===== config.mk =====
export PLATFORM = sky130hd
export DESIGN_NAME = sram_bist_ctrl_flat
export DESIGN_NICKNAME = d
export VERILOG_FILES = /design/src/rtl/sram_bist_ctrl_if.sv /design/src/rtl/sram_bist_ctrl.sv /design/src/flat_wrapper.sv
export SDC_FILE = /design/constraint.sdc
export NUM_CORES = 1
export LEC_CHECK = 0
export CAP_MARGIN = 20
export CORE_UTILIZATION = 25
export CTS_CLUSTER_SIZE = 10
export DETAILED_ROUTE_END_ITERATION = 6
export PLACE_DENSITY = 0.51
export SETUP_SLACK_MARGIN = 0.2
export SKIP_LAST_GASP = 1
export SYNTH_ARGS = -nofsm -noshare
export SYNTH_HDL_FRONTEND = slang
export SYNTH_SLANG_ARGS = --single-unit

===== constraint.sdc =====
create_clock -name hclk -period 2.9 [get_ports hclk]
set_input_delay 0.87 -clock hclk [delete_from_list [all_inputs] [get_ports hclk]]
set_output_delay 0.87 -clock hclk [all_outputs]
set_load 0.01 [all_outputs]

===== src/rtl/sram_bist_ctrl_if.sv =====
// +--------------------------------------------------------------------+
// | sram_bist_ctrl_if : BIST handshake, status and SRAM bus bundle     |
// | Revision: 1.0                                                      |
// +--------------------------------------------------------------------+
`default_nettype none

interface sram_bist_ctrl_if;
  logic        bist_start;
  logic        bist_gnt;
  logic        bist_req;
  logic        bist_busy;
  logic        bist_done;
  logic        bist_fail;
  logic [13:0] fail_addr;
  logic [2:0]  fail_elem;
  logic [31:0] fail_xor;
  logic [7:0]  sram_q0;
  logic [7:0]  sram_q1;
  logic [7:0]  sram_q2;
  logic [7:0]  sram_q3;
  logic [7:0]  sram_q4;
  logic [7:0]  sram_q5;
  logic [7:0]  sram_q6;
  logic [7:0]  sram_q7;
  logic [3:0]  bank0_c_sn;
  logic [3:0]  bank1_c_sn;
  logic        sram_w_en;
  logic        sram_o_en;
  logic [12:0] sram_addr;
  logic [31:0] sram_wdata;

  modport master (
    input  bist_start, bist_gnt,
    input  sram_q0, sram_q1, sram_q2, sram_q3, sram_q4, sram_q5, sram_q6, sram_q7,
    output bist_req, bist_busy, bist_done, bist_fail,
    output fail_addr, fail_elem, fail_xor,
    output bank0_c_sn, bank1_c_sn, sram_w_en, sram_o_en, sram_addr, sram_wdata
  );

  modport slave (
    output bist_start, bist_gnt,
    output sram_q0, sram_q1, sram_q2, sram_q3, sram_q4, sram_q5, sram_q6, sram_q7,
    input  bist_req, bist_busy, bist_done, bist_fail,
    input  fail_addr, fail_elem, fail_xor,
    input  bank0_c_sn, bank1_c_sn, sram_w_en, sram_o_en, sram_addr, sram_wdata
  );
endinterface

`default_nettype wire


===== src/rtl/sram_bist_ctrl.sv =====
// +--------------------------------------------------------------------+
// | sram_bist_ctrl : March C- BIST controller for the two-bank SRAM    |
// | Optional first-fail diagnostics: define SRAM_BIST_DIAG_EN          |
// | Revision: 1.0                                                      |
// +--------------------------------------------------------------------+
`default_nettype none

module sram_bist_ctrl #(
  parameter logic [12:0] MAX_ADDR = 13'h1FFF
) (
  input  logic             hclk,
  input  logic             hresetn,
  sram_bist_ctrl_if.master bus
);

  typedef enum logic [2:0] {
    S_IDLE  = 3'd0,
    S_REQ   = 3'd1,
    S_RUN   = 3'd2,
    S_CHECK = 3'd3,
    S_DONE  = 3'd4
  } state_t;

  localparam logic [13:0] IDX_FIRST = 14'h0000;
  localparam logic [13:0] IDX_LAST  = {1'b1, MAX_ADDR};

  state_t      state_q, state_d;
  logic [2:0]  elem_q, elem_d;
  logic        phase_q, phase_d;
  logic [13:0] idx_q, idx_d;
  logic [12:0] addr_hold_q;
  logic [31:0] wdata_hold_q;
  logic        rd_pend_q;
  logic        rd_exp_q;
  logic        rd_bank_q;
  logic        fail_q;

  logic        w_start;
  logic        w_active;
  logic        w_two_op;
  logic        w_is_read;
  logic        w_desc;
  logic        w_data_one;
  logic        w_step;
  logic        w_last;
  logic [13:0] w_idx_next;
  logic [31:0] w_rd_word;
  logic [31:0] w_rd_xor;
  logic        w_mismatch;

  assign w_start    = (state_q == S_IDLE) && bus.bist_start;
  assign w_active   = (state_q == S_RUN) && bus.bist_gnt;
  assign w_two_op   = (elem_q != 3'd0) && (elem_q != 3'd5);
  assign w_is_read  = w_two_op ? !phase_q : (elem_q == 3'd5);
  assign w_desc     = (elem_q == 3'd3) || (elem_q == 3'd4);
  // Reads expect what the previous element wrote; writes store the complement.
  assign w_data_one = w_is_read ? ((elem_q == 3'd2) || (elem_q == 3'd4))
                                : ((elem_q == 3'd1) || (elem_q == 3'd3));
  assign w_step     = !w_two_op || phase_q;
  assign w_last     = w_desc ? (idx_q == IDX_FIRST) : (idx_q == IDX_LAST);

  always_comb begin
    w_idx_next = idx_q;
    if (w_desc) begin
      w_idx_next = (idx_q[12:0] == 13'h0) ? {1'b0, MAX_ADDR} : (idx_q - 14'd1);
    end else begin
      w_idx_next = (idx_q[12:0] == MAX_ADDR) ? {1'b1, 13'h0} : (idx_q + 14'd1);
    end
  end

  always_comb begin
    state_d = state_q;
    elem_d  = elem_q;
    phase_d = phase_q;
    idx_d   = idx_q;
    case (state_q)
      S_IDLE: begin
        if (bus.bist_start) begin
          state_d = S_REQ;
          elem_d  = 3'd0;
          phase_d = 1'b0;
          idx_d   = IDX_FIRST;
        end
      end
      S_REQ: begin
        if (bus.bist_gnt) state_d = S_RUN;
      end
      S_RUN: begin
        // Without grant nothing advances, so a split r,w pair resumes at the w.
        if (bus.bist_gnt) begin
          if (w_two_op) phase_d = !phase_q;
          if (w_step) begin
            if (!w_last) begin
              idx_d = w_idx_next;
            end else if (elem_q == 3'd5) begin
              state_d = S_CHECK;
            end else begin
              elem_d = elem_q + 3'd1;
              idx_d  = ((elem_q == 3'd2) || (elem_q == 3'd3)) ? IDX_LAST : IDX_FIRST;
            end
          end
        end
      end
      S_CHECK: state_d = S_DONE;
      S_DONE:  state_d = S_IDLE;
      default: state_d = S_IDLE;
    endcase
  end

  always_ff @(posedge hclk or negedge hresetn) begin
    if (!hresetn) begin
      state_q <= S_IDLE;
      elem_q  <= 3'd0;
      phase_q <= 1'b0;
      idx_q   <= 14'h0;
    end else begin
      state_q <= state_d;
      elem_q  <= elem_d;
      phase_q <= phase_d;
      idx_q   <= idx_d;
    end
  end

  // Read data arrives one cycle after the read and is checked regardless of grant.
  assign w_rd_word  = rd_bank_q ? {bus.sram_q7, bus.sram_q6, bus.sram_q5, bus.sram_q4}
                                : {bus.sram_q3, bus.sram_q2, bus.sram_q1, bus.sram_q0};
  assign w_rd_xor   = w_rd_word ^ {32{rd_exp_q}};
  assign w_mismatch = rd_pend_q && (|w_rd_xor);

  always_ff @(posedge hclk or negedge hresetn) begin
    if (!hresetn) begin
      addr_hold_q  <= 13'h0;
      wdata_hold_q <= 32'h0;
      rd_pend_q    <= 1'b0;
      rd_exp_q     <= 1'b0;
      rd_bank_q    <= 1'b0;
      fail_q       <= 1'b0;
    end else begin
      if (w_active) addr_hold_q <= idx_q[12:0];
      if (w_active && !w_is_read) wdata_hold_q <= {32{w_data_one}};
      rd_pend_q <= w_active && w_is_read;
      if (w_active && w_is_read) begin
        rd_exp_q  <= w_data_one;
        rd_bank_q <= idx_q[13];
      end
      if (w_start) begin
        fail_q <= 1'b0;
      end else if (w_mismatch) begin
        fail_q <= 1'b1;
      end
    end
  end

`ifdef SRAM_BIST_DIAG_EN
  logic [13:0] rd_idx_q;
  logic [2:0]  rd_elem_q;
  logic [13:0] fail_addr_q;
  logic [2:0]  fail_elem_q;
  logic [31:0] fail_xor_q;

  always_ff @(posedge hclk or negedge hresetn) begin
    if (!hresetn) begin
      rd_idx_q    <= 14'h0;
      rd_elem_q   <= 3'd0;
      fail_addr_q <= 14'h0;
      fail_elem_q <= 3'd0;
      fail_xor_q  <= 32'h0;
    end else begin
      if (w_active && w_is_read) begin
        rd_idx_q  <= idx_q;
        rd_elem_q <= elem_q;
      end
      if (w_start) begin
        fail_addr_q <= 14'h0;
        fail_elem_q <= 3'd0;
        fail_xor_q  <= 32'h0;
      end else if (w_mismatch && !fail_q) begin
        fail_addr_q <= rd_idx_q;
        fail_elem_q <= rd_elem_q;
        fail_xor_q  <= w_rd_xor;
      end
    end
  end

  assign bus.fail_addr = fail_addr_q;
  assign bus.fail_elem = fail_elem_q;
  assign bus.fail_xor  = fail_xor_q;
`else
  assign bus.fail_addr = 14'h0;
  assign bus.fail_elem = 3'd0;
  assign bus.fail_xor  = 32'h0;
`endif

  assign bus.bist_req   = (state_q == S_REQ) || (state_q == S_RUN) || (state_q == S_CHECK);
  assign bus.bist_busy  = (state_q != S_IDLE);
  assign bus.bist_done  = (state_q == S_DONE);
  assign bus.bist_fail  = fail_q;
  assign bus.bank0_c_sn = (w_active && !idx_q[13]) ? 4'h0 : 4'hF;
  assign bus.bank1_c_sn = (w_active &&  idx_q[13]) ? 4'h0 : 4'hF;
  assign bus.sram_w_en  = !(w_active && !w_is_read);
  assign bus.sram_o_en  = !(((state_q == S_RUN) || (state_q == S_CHECK)) && bus.bist_gnt);
  assign bus.sram_addr  = w_active ? idx_q[12:0] : addr_hold_q;
  assign bus.sram_wdata = (w_active && !w_is_read) ? {32{w_data_one}} : wdata_hold_q;

endmodule

`default_nettype wire


===== src/flat_wrapper.sv =====
// flat-port wrapper written by rule: the top's interface ports become plain ports
module sram_bist_ctrl_flat 
#(
  parameter logic [12:0] MAX_ADDR = 13'h1FFF
)
  (hclk, hresetn, bus_bist_start, bus_bist_gnt, bus_sram_q0, bus_sram_q1, bus_sram_q2, bus_sram_q3, bus_sram_q4, bus_sram_q5, bus_sram_q6, bus_sram_q7, bus_bist_req, bus_bist_busy, bus_bist_done, bus_bist_fail, bus_fail_addr, bus_fail_elem, bus_fail_xor, bus_bank0_c_sn, bus_bank1_c_sn, bus_sram_w_en, bus_sram_o_en, bus_sram_addr, bus_sram_wdata);
  sram_bist_ctrl_if bus_i ();
  input  logic hclk;
  input  logic hresetn;
  input wire logic [$bits(bus_i.bist_start)-1:0] bus_bist_start;
  input wire logic [$bits(bus_i.bist_gnt)-1:0] bus_bist_gnt;
  input wire logic [$bits(bus_i.sram_q0)-1:0] bus_sram_q0;
  input wire logic [$bits(bus_i.sram_q1)-1:0] bus_sram_q1;
  input wire logic [$bits(bus_i.sram_q2)-1:0] bus_sram_q2;
  input wire logic [$bits(bus_i.sram_q3)-1:0] bus_sram_q3;
  input wire logic [$bits(bus_i.sram_q4)-1:0] bus_sram_q4;
  input wire logic [$bits(bus_i.sram_q5)-1:0] bus_sram_q5;
  input wire logic [$bits(bus_i.sram_q6)-1:0] bus_sram_q6;
  input wire logic [$bits(bus_i.sram_q7)-1:0] bus_sram_q7;
  output wire logic [$bits(bus_i.bist_req)-1:0] bus_bist_req;
  output wire logic [$bits(bus_i.bist_busy)-1:0] bus_bist_busy;
  output wire logic [$bits(bus_i.bist_done)-1:0] bus_bist_done;
  output wire logic [$bits(bus_i.bist_fail)-1:0] bus_bist_fail;
  output wire logic [$bits(bus_i.fail_addr)-1:0] bus_fail_addr;
  output wire logic [$bits(bus_i.fail_elem)-1:0] bus_fail_elem;
  output wire logic [$bits(bus_i.fail_xor)-1:0] bus_fail_xor;
  output wire logic [$bits(bus_i.bank0_c_sn)-1:0] bus_bank0_c_sn;
  output wire logic [$bits(bus_i.bank1_c_sn)-1:0] bus_bank1_c_sn;
  output wire logic [$bits(bus_i.sram_w_en)-1:0] bus_sram_w_en;
  output wire logic [$bits(bus_i.sram_o_en)-1:0] bus_sram_o_en;
  output wire logic [$bits(bus_i.sram_addr)-1:0] bus_sram_addr;
  output wire logic [$bits(bus_i.sram_wdata)-1:0] bus_sram_wdata;
  assign bus_i.bist_start = bus_bist_start;
  assign bus_i.bist_gnt = bus_bist_gnt;
  assign bus_i.sram_q0 = bus_sram_q0;
  assign bus_i.sram_q1 = bus_sram_q1;
  assign bus_i.sram_q2 = bus_sram_q2;
  assign bus_i.sram_q3 = bus_sram_q3;
  assign bus_i.sram_q4 = bus_sram_q4;
  assign bus_i.sram_q5 = bus_sram_q5;
  assign bus_i.sram_q6 = bus_sram_q6;
  assign bus_i.sram_q7 = bus_sram_q7;
  assign bus_bist_req = bus_i.bist_req;
  assign bus_bist_busy = bus_i.bist_busy;
  assign bus_bist_done = bus_i.bist_done;
  assign bus_bist_fail = bus_i.bist_fail;
  assign bus_fail_addr = bus_i.fail_addr;
  assign bus_fail_elem = bus_i.fail_elem;
  assign bus_fail_xor = bus_i.fail_xor;
  assign bus_bank0_c_sn = bus_i.bank0_c_sn;
  assign bus_bank1_c_sn = bus_i.bank1_c_sn;
  assign bus_sram_w_en = bus_i.sram_w_en;
  assign bus_sram_o_en = bus_i.sram_o_en;
  assign bus_sram_addr = bus_i.sram_addr;
  assign bus_sram_wdata = bus_i.sram_wdata;
  sram_bist_ctrl #(.MAX_ADDR(MAX_ADDR)) u_core (.hclk(hclk), .hresetn(hresetn), .bus(bus_i));
endmodule

==> reports/metrics.csv <==
stage;metric;value;unit
worst_setup_path;path_class;register to primary output;
yosys;synth-xor-area-share;0.00196;
place;post-place-ws;-0.727;ns
yosys;syn_inst;510;
worst_setup_path;endpoint;bus_sram_wdata[15];
yosys;synth_mux_area_frac;0.0549;
yosys;synth.distinct_cells;71;
job;maxCapViolCount;0;
floorplanning;fp.dieH;136;um
global_route;grt.overflow.total;0;
yosys;synth_top_area_cell;dfrtp_1;
place;place_congestion;0.868;
clock_tree;clkLatencyLatePin;0.35;ns
timing;finalMaxSlewViolations;0;
timing;worst_slew_pin_slew;0.619;ns
yosys;synth_top_area_share;0.392;
yosys;ys_ff_latch;70;
worst_setup_path;rr_worst_depth;9;
clock_tree;cts-root-buf;clkbuf_16;
yosys;synth_ff_type;dfrtp_1;
routing;first_iter_violations;204;
timing;slew_headroom;0.582;
place;dp_cells;864;
worst_setup_path;worstPathRequired;2.03;ns
routing;firstDrtPassIters;4;
floorplanning;fp.dieArea;0.0184;sq mm
global_route;antenna_found_initial;0;
global_route;top_usage_layer;met2;
yosys;yosysWarnings;0;
timing;fin_hold_ws;0.484;ns
floorplanning;num_io_pins;176;
yosys;synthTopCellsByCount;nand2_1 (100), dfrtp_1 (70), buf_4 (57);
floorplanning;coreArea;0.0174;sq mm
timing;hold_viol_final;0;
layout;finalInstanceArea;0.00709;sq mm
timing;setup_tns;-4.50;ns
clock_tree;cts_tree;built;
worst_setup_path;crit-reg2reg-capture;u_core.idx_q[1];
clock_tree;numCtsBuffers;9;
routing;drc;0;
timing;fin_skew;0.0178;ns
worst_setup_path;worst_ep_arrival_time;2.22;ns
timing;post-route-period-util;1.07;
timing;postLayoutSetupSlackWorst;-0.193;ns
clock_tree;htreeDepth;3;
routing;vias;4326;
global_route;gr-usage-met2;0.276;
global_route;track_usage;0.156;
yosys;yosys.area_share.simple;0.259;
layout;multi_input_area;0.00263;sq mm
yosys;avgSynthCellArea;8.76;sq um
worst_setup_path;reg2reg_from;u_core.idx_q[0];
global_route;grt_pass1_wl;22300;um
worst_setup_path;cp-end-kind;primary output;
pwr;irDropWorstVdd;0.000318;V
pwr;p_per_area;459;mW/mm^2
routing;wl_per_cell;15.3;um
worst_setup_path;startpoint_type;register;
timing;fmax;323;MHz
timing;grt_setup_unrepaired;yes;
layout;fillers;1676;
place;post_dp_cell_area;0.00593;sq mm
yosys;synth_top_family_by_area;simple AND/OR/NAND/NOR gates;
routing;postRouteWirelength;14000;um
global_route;grt_util_met1;0.176;
global_route;grt_max_degree;49;
yosys;synth_area_leaders;dfrtp_1 (39%), buf_4 (9.6%), nand2_1 (8.4%);
routing;ant_nets;0;
place;port-buffer-count;126;
yosys;async_reset_ff_frac;1.00;
worst_setup_path;crit_start;u_core.elem_q[0];
layout;stdcell_count;919;
clock_tree;cts.clk_slew.worst_paths;0.06;ns
yosys;synth_fa_ha_area_frac;0.0196;
run_status;violations;negative setup slack;
yosys;ys_seq_area_frac;0.392;
global_route;grt_use_met3;0.0393;
min_path;hold_path_class;register to register;
yosys;yosys.cell_count.top_type;nand2_1;
worst_setup_path;crit_fanout;8;
floorplanning;rows;48;
routing;via_per_inst;4.71;
layout;fin_nets;764;
clock_tree;clock-sinks;70;
pwr;p_leak;0.00332;uW
timing;min_period;3.09;ns
place;dp_hpwl;9470;um
yosys;synth_edf_count;0;
floorplanning;die_w;136;um
layout;area_delta_synth_final;58.7;%
yosys;syn_area;0.00447;sq mm
floorplanning;start_util;0.257;
layout;seq_area;0.00175;sq mm
worst_setup_path;reg2reg_slack;0.38;ns
run_status;status;complete, but fails checks;
yosys;synth_compound_area_frac;0.130;
global_route;first_global_vias;4398;
timing;setup_viol;39;
layout;drive_gt1_frac;0.334;
clock_tree;clock_path_buffers;2;
layout;antenna_cells;0;
## cell usage in the layout, fill, tap and decap left out, drive strengths merged, types with 8 or more instances in the layout
cell           instances
a21oi                 16
a31oi                 13
and2                   8
buf                  131
clkbuf                11
clkdlybuf4s50         69
conb                  49
dfrtp                 70
inv                   13
mux2                  18
nand2                102
nand3                 18
nand4                 14
nor2                  24
nor3                  28
nor4                  10
o21ai                 16
## per-layer routing
| layer | vias to the layer above | wire, um |
|---|---|---|
| met5 | - | 0 |
| met4 | 0 | 367 |
| met3 | 27 | 716 |
| met2 | 138 | 7310 |
| met1 | 2102 | 5650 |
| li1 | 2059 | - |
## what timing repair did
item,in CTS,in global routing
pin swaps,6,9
setup endpoints to repair,55,53
buffers inserted,17,16
hold buffers,0,0
resized for setup,353,29
gates cloned,6,0
## kinds of logic after synthesis
group           after synthesis
xor+xnor                      1
fa+ha+maj                     7
buf+inv                      94
simple gates                232
mux                          21
other cells                   1
compound gates               84
flops                        70
## state kept, by name, indices dropped and copies added (netlist names)
name and count:
u_core.addr_hold_q 13, u_core.bus.bist_fail 1, u_core.elem_q 3, u_core.idx_q 14
u_core.phase_q 1, u_core.rd_bank_q 1, u_core.rd_exp_q 1, u_core.rd_pend_q 1
u_core.state_q 3, u_core.wdata_hold_q 32
## layout make-up
class,count,share of cell area
multi-input combinational,394,0.371
timing repair buffer,203,0.296
sequential,70,0.247
tap,225,0.0397
clock buffer,10,0.0337
clock inverter,6,0.00618
inverter,11,0.00582
## critical path, stage by stage, from the launching register on
cell and delay [ns]:
dfrtp_2 0.45, inv_2 0.10, ha_4 0.14, nor2b_4 0.15
nor2_2 0.05, o32a_1 0.33, nand3_2 0.12, buf_6 0.13
buf_12 0.10, buf_16 0.12, nand2_2 0.06, buf_6 0.12
## power breakdown
group          switching (uW)  internal [uW]
combinational             582            547
clock                     456            607
sequential               44.5           1020
## per-stage QoR
step                      utilization  power (uW)
after floorplan                     -        1640
after global placement          0.342        2040
after detailed placement        0.342        2050
after CTS                       0.396        3250
after global routing            0.408        3440
final                           0.408        3260
## worst min path at each step
stage | cells after the start | start | end
after global placement | 2 | u_core.wdata_hold_q[14] | u_core.wdata_hold_q[14]
after CTS | 2 | u_core.wdata_hold_q[3] | u_core.wdata_hold_q[3]
final | 2 | u_core.wdata_hold_q[17] | u_core.wdata_hold_q[17]
after detailed placement | 2 | u_core.wdata_hold_q[28] | u_core.wdata_hold_q[28]
after floorplan | 1 | u_core.rd_bank_q | u_core.rd_bank_q
after global routing | 2 | u_core.wdata_hold_q[8] | u_core.wdata_hold_q[8]
(Power assumes the default switching activity.)
